--- config.mk ---
export PLATFORM = sky130hd
export DESIGN_NAME = hex_scan_ctrl
export DESIGN_NICKNAME = d
export VERILOG_FILES = /design/src/rtl/hex_scan_ctrl_pkg.sv /design/src/rtl/hex_scan_ctrl_scan_timer.sv /design/src/rtl/hex_scan_ctrl.sv
export SDC_FILE = /design/constraint.sdc
export NUM_CORES = 1
export LEC_CHECK = 0
export ABC_AREA = 1
export BUFFER_PORTS_ARGS = -buffer_cell sky130_fd_sc_hd__buf_4
export CORE_ASPECT_RATIO = 0.9
export CORE_MARGIN = 2
export CORE_UTILIZATION = 52
export DETAILED_ROUTE_END_ITERATION = 16
export PLACE_DENSITY_LB_ADDON = 0.15
export RECOVER_POWER = 100
export SYNTH_ARGS = -nofsm -noshare
export SYNTH_HDL_FRONTEND = slang
export SYNTH_SLANG_ARGS = --single-unit
--- constraint.sdc ---
create_clock -name clk_i -period 4 [get_ports clk_i]
set_input_delay 0.4 -clock clk_i [delete_from_list [all_inputs] [get_ports clk_i]]
set_output_delay 0.4 -clock clk_i [all_outputs]
set_load 0.01 [all_outputs]
--- src/rtl/hex_scan_ctrl_pkg.sv ---
// Shared definitions for the 8-digit multiplexed 7-segment scan controller:
// register map, CTRL field positions, scan state encoding and reset values.
package hex_scan_ctrl_pkg;

  localparam logic [3:0] ADDR_DATA = 4'h0;
  localparam logic [3:0] ADDR_MASK = 4'h4;
  localparam logic [3:0] ADDR_CTRL = 4'h8;

  localparam int unsigned CTRL_EN_BIT  = 0;
  localparam int unsigned CTRL_LZS_BIT = 1;
  localparam int unsigned CTRL_DP_LSB  = 8;

  typedef enum logic {
    ST_GUARD = 1'b0,
    ST_ON    = 1'b1
  } scan_state_t;

  localparam logic [7:0]  MASK_RST = 8'hFF;
  localparam logic [31:0] CTRL_RST = 32'h0000_0001;

endpackage

--- src/rtl/hex_scan_ctrl_scan_timer.sv ---
// Slot timing for the display scan: GUARD (blanked) then ON per digit slot,
// advancing the digit index at the end of each ON period.
module scan_timer
  import hex_scan_ctrl_pkg::*;
#(
  parameter int unsigned DIGITS  = 8,
  parameter int unsigned CLK_DIV = 1000,
  parameter int unsigned GUARD   = 16,
  localparam int unsigned IDX_W  = $clog2(DIGITS)
) (
  input  logic             clk_i,
  input  logic             rst_i,
  output logic [IDX_W-1:0] idx,
  output logic             slot_start,
  output logic             in_on
);

  localparam int unsigned CNT_W = $clog2(CLK_DIV);
  localparam logic [CNT_W-1:0] GUARD_LAST = CNT_W'(GUARD - 1);
  localparam logic [CNT_W-1:0] ON_LAST    = CNT_W'(CLK_DIV - GUARD - 1);
  localparam logic [IDX_W-1:0] IDX_LAST   = IDX_W'(DIGITS - 1);

  scan_state_t      state, state_nx;
  logic [CNT_W-1:0] cnt, cnt_nx;
  logic [IDX_W-1:0] idx_q, idx_nx;

  always_ff @(posedge clk_i or posedge rst_i) begin
    if (rst_i) begin
      state <= ST_GUARD;
      cnt   <= '0;
      idx_q <= '0;
    end else begin
      state <= state_nx;
      cnt   <= cnt_nx;
      idx_q <= idx_nx;
    end
  end

  always_comb begin
    state_nx = state;
    cnt_nx   = cnt + 1'b1;
    idx_nx   = idx_q;
    unique case (state)
      ST_GUARD: begin
        if (cnt == GUARD_LAST) begin
          state_nx = ST_ON;
          cnt_nx   = '0;
        end
      end
      ST_ON: begin
        if (cnt == ON_LAST) begin
          state_nx = ST_GUARD;
          cnt_nx   = '0;
          idx_nx   = (idx_q == IDX_LAST) ? '0 : idx_q + 1'b1;
        end
      end
    endcase
  end

  // First GUARD cycle of every slot, with idx already pointing at the new digit.
  assign slot_start = (state == ST_GUARD) && (cnt == '0);
  assign in_on      = (state == ST_ON);
  assign idx        = idx_q;

endmodule

--- src/rtl/hex_scan_ctrl.sv ---
// Bus-mapped 8-digit common-anode display scanner with digit mask,
// leading-zero suppression, per-digit decimal points and guard blanking.
module hex_scan_ctrl
  import hex_scan_ctrl_pkg::*;
#(
  parameter int unsigned DIGITS  = 8,
  parameter int unsigned CLK_DIV = 1000,
  parameter int unsigned GUARD   = 16
) (
  input  logic        clk_i,
  input  logic        rst_i,
  input  logic        req_i,
  input  logic        we_i,
  input  logic [3:0]  addr_i,
  input  logic [31:0] wdata_i,
  output logic [31:0] rdata_o,
  output logic [3:0]  nibble_o,
  output logic [7:0]  an_o,
  output logic        dp_o
);

  localparam int unsigned IDX_W = $clog2(DIGITS);

  logic [31:0]      data_q;
  logic [7:0]       mask_q;
  logic             en_q, lzs_q;
  logic [7:0]       dp_mask_q;
  logic [IDX_W-1:0] idx;
  logic             slot_start, in_on;
  logic             upper_zero, suppressed, vis_now;
  logic [3:0]       nibble_q;
  logic             vis_q;
  logic [7:0]       an_nx;
  logic             dp_nx;

  scan_timer #(
    .DIGITS  (DIGITS),
    .CLK_DIV (CLK_DIV),
    .GUARD   (GUARD)
  ) u_timer (
    .clk_i      (clk_i),
    .rst_i      (rst_i),
    .idx        (idx),
    .slot_start (slot_start),
    .in_on      (in_on)
  );

  always_ff @(posedge clk_i or posedge rst_i) begin
    if (rst_i) begin
      data_q    <= '0;
      mask_q    <= MASK_RST;
      en_q      <= CTRL_RST[CTRL_EN_BIT];
      lzs_q     <= CTRL_RST[CTRL_LZS_BIT];
      dp_mask_q <= CTRL_RST[CTRL_DP_LSB +: 8];
      rdata_o   <= '0;
    end else if (req_i) begin
      if (we_i) begin
        case (addr_i)
          ADDR_DATA: data_q <= wdata_i;
          ADDR_MASK: mask_q <= wdata_i[7:0];
          ADDR_CTRL: begin
            en_q      <= wdata_i[CTRL_EN_BIT];
            lzs_q     <= wdata_i[CTRL_LZS_BIT];
            dp_mask_q <= wdata_i[CTRL_DP_LSB +: 8];
          end
          default: ;
        endcase
      end else begin
        case (addr_i)
          ADDR_DATA: rdata_o <= data_q;
          ADDR_MASK: rdata_o <= {24'h0, mask_q};
          ADDR_CTRL: rdata_o <= {16'h0, dp_mask_q, 6'h0, lzs_q, en_q};
          default:   rdata_o <= '0;
        endcase
      end
    end
  end

  // A digit is a leading zero when it and every more-significant nibble are 0.
  always_comb begin
    upper_zero = 1'b1;
    for (int unsigned j = 0; j < DIGITS; j++) begin
      if (j >= 32'(idx) && data_q[4*j +: 4] != 4'h0) upper_zero = 1'b0;
    end
  end

  assign suppressed = lzs_q && (idx != '0) && upper_zero;
  assign vis_now    = en_q && mask_q[idx] && !suppressed;

  always_ff @(posedge clk_i or posedge rst_i) begin
    if (rst_i) begin
      nibble_q <= '0;
      vis_q    <= 1'b0;
    end else if (slot_start) begin
      nibble_q <= data_q[{idx, 2'b00} +: 4];
      vis_q    <= vis_now;
    end
  end

  // Live enable also gates ON so clearing it blanks the current slot at once.
  always_comb begin
    an_nx = '1;
    dp_nx = 1'b1;
    if (in_on && vis_q && en_q) begin
      an_nx[idx] = 1'b0;
      dp_nx      = ~dp_mask_q[idx];
    end
  end

  always_ff @(posedge clk_i or posedge rst_i) begin
    if (rst_i) begin
      an_o <= '1;
      dp_o <= 1'b1;
    end else begin
      an_o <= an_nx;
      dp_o <= dp_nx;
    end
  end

  assign nibble_o = nibble_q;

endmodule

==> run summary <==
Worst path top cell family by delay = buffers and inverters
Vias in the first global route = 4072
Initial antenna violation count = 0
Fraction of layout cells with a size suffix above 1 = 10.9%
Relative slew slack = -25.6%
Slew @ Worst Pin = 1.88 ns
Synth top area cells = dfrtp_1 44%, nand2_1 16%, dfstp_2 9.0%
Sw frac = 28.2%
Post-CTS Repair Setup Buffers = 0
Synth warn = 0
Yosys top cell by area = dfrtp_1
Status = finished, violations left
CP Launch Type = primary input
Bufs on Longest Clock Path = 2
Comb pwr share = 13.3%
Layout Area Growth over Synthesis = 12.2%
Failing checks = max-capacitance violations, max-slew violations
R2R setup slack = 2.07 ns
Largest stage delay, worst path = 0.93 ns
Final #Nets = 758
Number of buffers and inverters on the critical path = 2
Initial core utilization = 54.0%
Syn Nets = 688
Reg2reg path depth = 10
Final Max Tran Viols = 65
Peak VDD IR = 0.000211 V
#FFs+latches synth = 110
Max capacitance violation total = 1
Reg2reg end = vis_q
Final hold vios = 0
Placement Rows = 34
Setup-failing EPs final = 0
Skew-Pair Late Insertion Delay = 0.34 ns
P_int = 1770 uW
Net Sw Power = 695 uW
GPL Wtd Cong = 0.909
I/O pin cnt = 85
Setup TNS Final = 0 ns
Yosys top cell area share = 43.6%
CTS sink count = 110
Slowest CP cell = inv_1
Remaining antenna violation count = 0
Worst-path maximum fanout = 48
Crit. Startpoint = we_i
Minimum clock period = 2.54 ns
Most frequent cells after synthesis = 219 x nand2_1, 92 x dfrtp_1, 74 x inv_1
Synthesized area = 0.00528 mm2
Drt wl/cell = 15.4 um
Unrepaired setup endpoints after global routing = no
CTS buffer count = 9
CTS tree = built
Fmax = 394 MHz
CTS H-tree depth = 3
Setup CP Type = in2reg
Starting DRT DRC Count = 341
Setup crit end kind = flop
Via density = 5.20
CTS resizes = 0
Worst Hold Class = in2async
Post-route cell area = 0.00593 mm2
Vias = 4386
First-pass GRT wire length = 20600 um
CP Data Arrival Time = 2.77 ns
Port Buffers = 84
N_diodes = 0
Core box area = 0.00978 mm2
Req. time, crit path = 4.23 ns
Hold buffers post-CTS = 0
Worst path cell trace = clkbuf_4 -> nor2_1 -> inv_1 -> o31ai_1
# fillers = 944
First-pass DRT Iterations = 5
Most frequent cell after synthesis = nand2_1
HPWL after DPL = 9190 um
Die Footprint = 0.0110 mm2
Pin count of the biggest net entering global routing = 86
Root buf cell = clkbuf_16
Die X = 110 um
Final Cycle Share = 63.5%
Clock Skew = 0.00828 ns
Sequential Power Share = 53.0%
Syn Area/Cell = 8.23 um2
Die Span Y = 99.6 um
Worst-path clk slew = 0.07 ns
Drc violations = 0
Total gr overflow = 0
Hold_ws = 0.296 ns
Cells after Synth = 642
Tot Pwr = 2470 uW
WL final = 13000 um
Pleak = 0.00295 uW
Main synth FF type = dfrtp_1
Yosys cell types = 28
Total track usage = 24.4%
Post-synth EDFFs = 0
Power share of the clock group = 33.7%
Placed Area = 0.00591 mm2
Pwr per Cell Area = 416 mW/mm2
Async S/R FF share, synth = 100%
Post-synthesis sequential area ratio = 52.5%
RR Startpoint = u_timer.idx[1]
## metal layers
layer	wire (um)	global-route usage (%)	up-vias
met5	0	0	-
met2	5670	35.1	125
met3	683	3.67	8
met1	6520	38.9	2095
met4	90	5.10	0
li1	-	-	2158
## worst register-to-register path, stage by stage, from the launching register on
cell,delay (ns)
dfrtp_1,0.66
inv_1,0.33
ha_1,0.29
nand2_1,0.07
nand3_1,0.08
nor2_1,0.10
nand2_1,0.06
nor2_1,0.08
nand2_1,0.06
nand2_1,0.06
nand2_1,0.04
## cell usage in the layout, fill, tap and decap left out, drive strengths merged
| master | synthesis | final |
|---|---|---|
| a21oi | 19 | 19 |
| o22ai | 14 | 14 |
| xor2 | 5 | 5 |
| nand4 | 7 | 7 |
| clkinv | 1 | 2 |
| nand3b | 2 | 2 |
| nor3 | 3 | 3 |
| o31ai | 17 | 17 |
| nor2 | 53 | 53 |
| nand3 | 22 | 22 |
| o21ai | 56 | 56 |
| clkinvlp | 0 | 3 |
| ha | 6 | 6 |
| inv | 78 | 79 |
| clkbuf | 2 | 59 |
| dfstp | 18 | 18 |
| buf | 25 | 38 |
| nand2 | 222 | 222 |
| dfrtp | 92 | 92 |
## how the worst max path moves through the flow
stage	endpoint	slack, ns	depth (start not counted)
2_1_floorplan	data_q[0]	0.73	1
3_3_place_gp	vis_q	2.24	10
3_5_place_dp	vis_q	2.12	10
4_1_cts	vis_q	2.10	10
5_1_grt	rdata_o[23]	1.17	4
6_report	rdata_o[26]	1.46	4
## power groups by stage
stage / Clock (uW) / Combinational, uW / Sequential [uW]
6_report: 831 / 329 / 1310
5_1_grt: 899 / 376 / 1320
4_1_cts: 849 / 360 / 1310
3_5_place_dp: 0 / 358 / 1330
3_3_place_gp: 0 / 349 / 1320
2_1_floorplan: 0 / 227 / 1310
## sequential cells by signal, indices dropped and copies added (netlist names)
register       cells
u_timer.cnt       10
data_q            32
vis_q              1
lzs_q              1
en_q               1
u_timer.in_on      1
dp_mask_q          8
mask_q             8
nibble_o           4
rdata_o           32
an_o               8
u_timer.idx        3
dp_o               1
## stage by stage
step | setup slack, ns | cells | util [%]
floorplan | 0.727 | 642 | -
global placement | 2.24 | 827 | 60.4
detailed placement | 2.12 | 827 | 60.4
CTS | 2.10 | 843 | 63.1
global route | 1.17 | 843 | 60.6
finish | 1.46 | 843 | 60.6
## layout make-up
class / instances / area (um2) / share of cell area, %
Inverter: 79 / 299 / 5.04
Tap cell: 126 / 158 / 2.66
Multi-Input combinational cell: 426 / 1960 / 33.0
Timing Repair Buffer: 86 / 473 / 7.98
Sequential cell: 110 / 2780 / 46.8
Clock inverter: 5 / 36.3 / 0.612
Clock buffer: 11 / 233 / 3.92
## cell families (layout without fill, tap and decap cells)
| family | count (synthesis) | count (layout) | synth area share (%) |
|---|---|---|---|
| fa+ha+maj | 6 | 6 | 1.42 |
| simple gates | 309 | 309 | 24.5 |
| flops | 110 | 110 | 52.5 |
| xor+xnor | 5 | 5 | 0.829 |
| compound gates | 106 | 106 | 11.7 |
| buf+inv | 106 | 181 | 9.02 |
(Power assumes the default switching activity.)
